`src/rtl/writeback_stage_mp.sv`:
```
// rtl/writeback_stage_mp.sv - multi-port writeback stage with 2-entry skid queue
// Sanitises captured write enables, drains to the register file, counts retires.
module writeback_stage_mp #(
  parameter int XLEN      = 32,
  parameter int NUM_PORTS = 2,
  parameter int CNT_W     = 64
) (
  input  logic                      clk_i,
  input  logic                      rst_i,
  input  logic                      flush_i,
  input  logic                      in_valid_i,
  output logic                      in_ready_o,
  input  logic [NUM_PORTS-1:0]      slot_vld_i,
  input  logic [NUM_PORTS-1:0]      rd_we_i,
  input  logic [NUM_PORTS*5-1:0]    rd_addr_i,
  input  logic [NUM_PORTS*XLEN-1:0] rd_data_i,
  input  logic                      rf_stall_i,
  output logic                      out_valid_o,
  output logic [NUM_PORTS-1:0]      rd_we_o,
  output logic [NUM_PORTS*5-1:0]    rd_addr_o,
  output logic [NUM_PORTS*XLEN-1:0] rd_data_o,
  output logic [CNT_W-1:0]          instret_o
);

  localparam int AW = NUM_PORTS * 5;
  localparam int DW = NUM_PORTS * XLEN;

  logic [1:0]           count_q, count_d;
  logic [NUM_PORTS-1:0] head_we_q, head_we_d, head_vld_q, head_vld_d;
  logic [NUM_PORTS-1:0] skid_we_q, skid_we_d, skid_vld_q, skid_vld_d;
  logic [AW-1:0]        head_addr_q, head_addr_d, skid_addr_q, skid_addr_d;
  logic [DW-1:0]        head_data_q, head_data_d, skid_data_q, skid_data_d;
  logic [CNT_W-1:0]     instret_q, instret_d;

  logic [NUM_PORTS-1:0] raw_we;
  logic [NUM_PORTS-1:0] cap_we;
  logic [CNT_W-1:0]     retire_cnt;
  logic                 push;
  logic                 pop;

  // Sanitised enables are stored, so later stalls never re-evaluate them.
  always_comb begin
    raw_we = '0;
    for (int k = 0; k < NUM_PORTS; k++) begin
      raw_we[k] = rd_we_i[k] & slot_vld_i[k] & (rd_addr_i[5*k +: 5] != 5'd0);
    end
  end

  // Within one beat the highest-indexed slot is the youngest and wins a same-rd race.
  always_comb begin
    cap_we = raw_we;
    for (int j = 0; j < NUM_PORTS; j++) begin
      for (int k = j + 1; k < NUM_PORTS; k++) begin
        if (raw_we[j] && raw_we[k] && (rd_addr_i[5*j +: 5] == rd_addr_i[5*k +: 5])) begin
          cap_we[j] = 1'b0;
        end
      end
    end
  end

  always_comb begin
    retire_cnt = '0;
    for (int k = 0; k < NUM_PORTS; k++) begin
      if (head_vld_q[k]) begin
        retire_cnt = retire_cnt + CNT_W'(1);
      end
    end
  end

  assign out_valid_o = (count_q != 2'd0);
  assign in_ready_o  = (count_q != 2'd2) & rst_i;
  assign push        = in_valid_i & in_ready_o & ~flush_i;
  assign pop         = out_valid_o & ~rf_stall_i & ~flush_i & rst_i;

  assign rd_we_o   = pop ? head_we_q : '0;
  assign rd_addr_o = out_valid_o ? head_addr_q : '0;
  assign rd_data_o = out_valid_o ? head_data_q : '0;
  assign instret_o = instret_q;

  always_comb begin
    count_d     = count_q;
    head_we_d   = head_we_q;
    head_vld_d  = head_vld_q;
    head_addr_d = head_addr_q;
    head_data_d = head_data_q;
    skid_we_d   = skid_we_q;
    skid_vld_d  = skid_vld_q;
    skid_addr_d = skid_addr_q;
    skid_data_d = skid_data_q;
    instret_d   = instret_q;

    if (pop) begin
      instret_d = instret_q + retire_cnt;
    end

    if (flush_i) begin
      count_d = 2'd0;
    end else begin
      case ({push, pop})
        2'b10: begin
          if (count_q == 2'd0) begin
            head_we_d   = cap_we;
            head_vld_d  = slot_vld_i;
            head_addr_d = rd_addr_i;
            head_data_d = rd_data_i;
          end else begin
            skid_we_d   = cap_we;
            skid_vld_d  = slot_vld_i;
            skid_addr_d = rd_addr_i;
            skid_data_d = rd_data_i;
          end
          count_d = count_q + 2'd1;
        end
        2'b01: begin
          head_we_d   = skid_we_q;
          head_vld_d  = skid_vld_q;
          head_addr_d = skid_addr_q;
          head_data_d = skid_data_q;
          count_d     = count_q - 2'd1;
        end
        2'b11: begin
          if (count_q == 2'd1) begin
            head_we_d   = cap_we;
            head_vld_d  = slot_vld_i;
            head_addr_d = rd_addr_i;
            head_data_d = rd_data_i;
          end else begin
            head_we_d   = skid_we_q;
            head_vld_d  = skid_vld_q;
            head_addr_d = skid_addr_q;
            head_data_d = skid_data_q;
            skid_we_d   = cap_we;
            skid_vld_d  = slot_vld_i;
            skid_addr_d = rd_addr_i;
            skid_data_d = rd_data_i;
          end
        end
        default: begin
        end
      endcase
    end
  end

  always_ff @(posedge clk_i) begin
    if (!rst_i) begin
      count_q     <= 2'd0;
      head_we_q   <= '0;
      head_vld_q  <= '0;
      head_addr_q <= '0;
      head_data_q <= '0;
      skid_we_q   <= '0;
      skid_vld_q  <= '0;
      skid_addr_q <= '0;
      skid_data_q <= '0;
      instret_q   <= '0;
    end else begin
      count_q     <= count_d;
      head_we_q   <= head_we_d;
      head_vld_q  <= head_vld_d;
      head_addr_q <= head_addr_d;
      head_data_q <= head_data_d;
      skid_we_q   <= skid_we_d;
      skid_vld_q  <= skid_vld_d;
      skid_addr_q <= skid_addr_d;
      skid_data_q <= skid_data_d;
      instret_q   <= instret_d;
    end
  end

endmodule

```
`config.mk`:
```
export PLATFORM = sky130hd
export DESIGN_NAME = writeback_stage_mp
export DESIGN_NICKNAME = d
export VERILOG_FILES = /design/src/rtl/writeback_stage_mp.sv
export SDC_FILE = /design/constraint.sdc
export NUM_CORES = 1
export LEC_CHECK = 0
export ABC_AREA = 1
export CAP_MARGIN = 20
export CORE_MARGIN = 3
export CORE_UTILIZATION = 35
export CTS_BUF_LIST = sky130_fd_sc_hd__clkbuf_16
export CTS_CLUSTER_DIAMETER = 100
export DETAILED_ROUTE_END_ITERATION = 10
export PLACE_DENSITY = 0.68
export SKIP_LAST_GASP = 1
export SYNTH_ARGS = -nofsm -noshare
export SYNTH_HDL_FRONTEND = slang
export SYNTH_SLANG_ARGS = --single-unit
```
`constraint.sdc`:
```
create_clock -name clk_i -period 3.78 [get_ports clk_i]
set_input_delay 0.756 -clock clk_i [delete_from_list [all_inputs] [get_ports clk_i]]
set_output_delay 0.756 -clock clk_i [all_outputs]
set_load 0.1 [all_outputs]
```
==> reports/metrics.yaml <==
sta:
  slew_headroom: 0.309
  setup_slack_ns: 0.756
  worstMarginPinSlew_ns: 1.03
  min_period_ns: 3.02
  hold_violations: 0
  rsz0062_at_grt: "no"
  fmax_mhz: 331
  finalSetupViolations: 0
  slew_viol_final: 0
  fin_crit_sh: 0.800
  hold_slack_ns: 0.463
  clock_skew_ns: 0.0122
  setup_tns_ns: 0
global_route:
  grt_max_degree: 143
  antenna_found_initial: 0
  grt_pass1_vias: 10500
  grt-ovfl-total: 0
  track_usage: 0.191
  grt_pass1_wl_mm: 53.0
clock_network:
  cts-resized-gates: 0
  cts_sinks: 222
  tritoncts: "done"
  clk_latency_ns: 0.53
  clkTransAtPathRegs_ns: 0.06
  cts_root_buf: "clkbuf_16"
  clock_path_buffers: 3
  tritoncts.num_buffers: 26
  postCtsSetupBuffers: 0
  h-tree-depth: 1
  ctsHoldBuffers: 0
die:
  rows: 63
  core_area_mm2: 0.0300
  pin_count: 225
  die_area_mm2: 0.0328
  die_h_um: 181
  die_w_um: 181
  start_util: 0.358
layout:
  final_cell_mix: "nor2_1, nand2_1, dfxtp_1"
  finalInstanceArea_mm2: 0.0139
  nFillCells: 3057
  fin_cells: 2193
  drive_gt1_frac: 0.0893
  fin_util: 0.464
  layout_commonest_cell: "nor2_1"
  area_delta_synth_final_pct: 29.4
  layout.nets: 1876
  diodes: 0
worst_setup_path:
  r2r_start: "count_q[0]"
  critPathMaxFanout: 6
  critPathKind: "flip-flop to primary output"
  timing.critical_path.required_ns: 3.02
  r2r-end: "skid_addr_q[7]"
  critical_path_depth: 1
  endpoint: "instret_o[48]"
  cp-start-kind: "flip-flop"
  reg2reg_setup_slack_ns: 1.05
  path_cells: "clkdlybuf4s50_1"
  crit_slowest_cell: "clkdlybuf4s50_1"
  cp.arrival_ns: 2.27
  path_buf_inv: 1
  crit_start: "instret_o[48]"
  critPathMaxStageDelay_ns: 1.21
  crit_family: "buffers and inverters"
  end_kind: "primary output"
  r2r_cells: 12
drt:
  vias: 11100
  route.detailed.drc: 0
  ant_nets: 0
  avgViaCountPerCell: 5.06
  drtIter0Drc: 828
  wl_per_cell_um: 15.1
  firstDrtPassIters: 6
  drt-total-wl_mm: 33.1
logic_synthesis:
  synth_nets: 1697
  yosys_warnings: 0
  ys_seq_area_frac: 0.414
  ys_types: 36
  synth_seq_cells: 222
  avgSynthCellArea_um2: 6.69
  synth_area_mm2: 0.0107
  synthCells: 1604
placed_design:
  io_buffers: 224
  place_ws_ns: 0.614
  dpl.hpwl_mm: 22.5
  place_inst: 2145
  placed_area_mm2: 0.0131
  gp_congestion: 0.919
worst_hold_path:
  hold_class: "flip-flop to flip-flop"
  hold_path.startpoint: "head_addr_q[8]"
power:
  ir_drop_v: 0.000314
  p_total_mw: 5.21
  p_leak_nw: 5.18
  power_density_mw_per_mm2: 375
job:
  maxCapViolations: 0
status:
  status: "finished, final reports clean"
final cells by class:
class / instances / area, um^2 / area share
clock buffer: 26 / 651 / 0.0468
clock inverter: 22 / 151 / 0.0109
inverter: 168 / 632 / 0.0455
multi-input combinational: 1125 / 5290 / 0.380
sequential: 222 / 4440 / 0.320
tap: 390 / 488 / 0.0351
timing repair buffer: 240 / 2240 / 0.161
how the worst min path moves through the flow:
stage	endpoint	cells after the start	slack, ns
after floorplan	head_addr_q[0]	2	0.43
after global placement	head_addr_q[7]	2	0.45
after detailed placement	head_addr_q[1]	2	0.45
after CTS	head_addr_q[1]	2	0.46
after global routing	head_addr_q[8]	2	0.48
final	head_addr_q[8]	2	0.46
metal layers:
metal | global-route usage | part of all wire
met5 | 0 | 0
met4 | 0.0433 | 0.024
met3 | 0.0296 | 0.060
met2 | 0.328 | 0.47
met1 | 0.253 | 0.45
cell usage after synthesis:
| cell type | count | area [um^2] |
|---|---|---|
| a31oi_1 | 72 | 450 |
| a21oi_4 | 1 | 16.3 |
| nand3_2 | 2 | 20.0 |
| xor2_1 | 11 | 96.3 |
| o21a_1 | 2 | 15.0 |
| and3_1 | 2 | 12.5 |
| buf_6 | 2 | 22.5 |
| and3b_1 | 1 | 8.76 |
| nor2_8 | 1 | 20.0 |
| inv_1 | 162 | 608 |
| dfxtp_1 | 222 | 4440 |
| clkinv_1 | 1 | 3.75 |
| xnor2_1 | 4 | 35.0 |
| a21oi_1 | 46 | 230 |
| inv_2 | 5 | 18.8 |
| nand4_1 | 19 | 119 |
| nor2_1 | 344 | 1290 |
| and2_1 | 1 | 6.26 |
| ha_1 | 9 | 113 |
| nor3b_1 | 1 | 7.51 |
| nor3_1 | 21 | 105 |
| nor2_4 | 5 | 56.3 |
| buf_4 | 1 | 7.51 |
| buf_2 | 28 | 140 |
| buf_1 | 7 | 26.3 |
| o21ai_1 | 8 | 40.0 |
| o21bai_1 | 3 | 22.5 |
| nor2_2 | 12 | 75.1 |
| o21ai_0 | 176 | 881 |
| nor3_2 | 1 | 10.0 |
| clkbuf_1 | 51 | 191 |
| fa_1 | 1 | 20.0 |
| nand3b_1 | 5 | 37.5 |
| nand3_1 | 129 | 646 |
| nand2_1 | 244 | 916 |
| nand2_2 | 4 | 25.0 |
sequential cells by signal, indices dropped and copies added, names as in the netlist:
register and cells:
head_vld_q 2, count_q 2, skid_vld_q 2, skid_we_q 2
instret_o 64, skid_data_q 64, skid_addr_q 10, head_we_q 2
head_data_q 64, head_addr_q 10
power by group:
part	total, mW	switching, mW	internal [mW]
combinational	0.411	0.247	0.164
clock	2.36	0.985	1.38
sequential	2.43	0.0304	2.40
cell families after synthesis:
| family | count (synthesis) | share of synthesized area |
|---|---|---|
| adders and majority gates | 10 | 0.0124 |
| AOI/OAI and AO/OA | 308 | 0.154 |
| and+or+nand+nor | 792 | 0.313 |
| DFF | 222 | 0.414 |
| buffers and inverters | 257 | 0.0948 |
| xor gates and xnor gates | 15 | 0.0122 |
No activity file was read; power rests on OpenSTA's default activity.
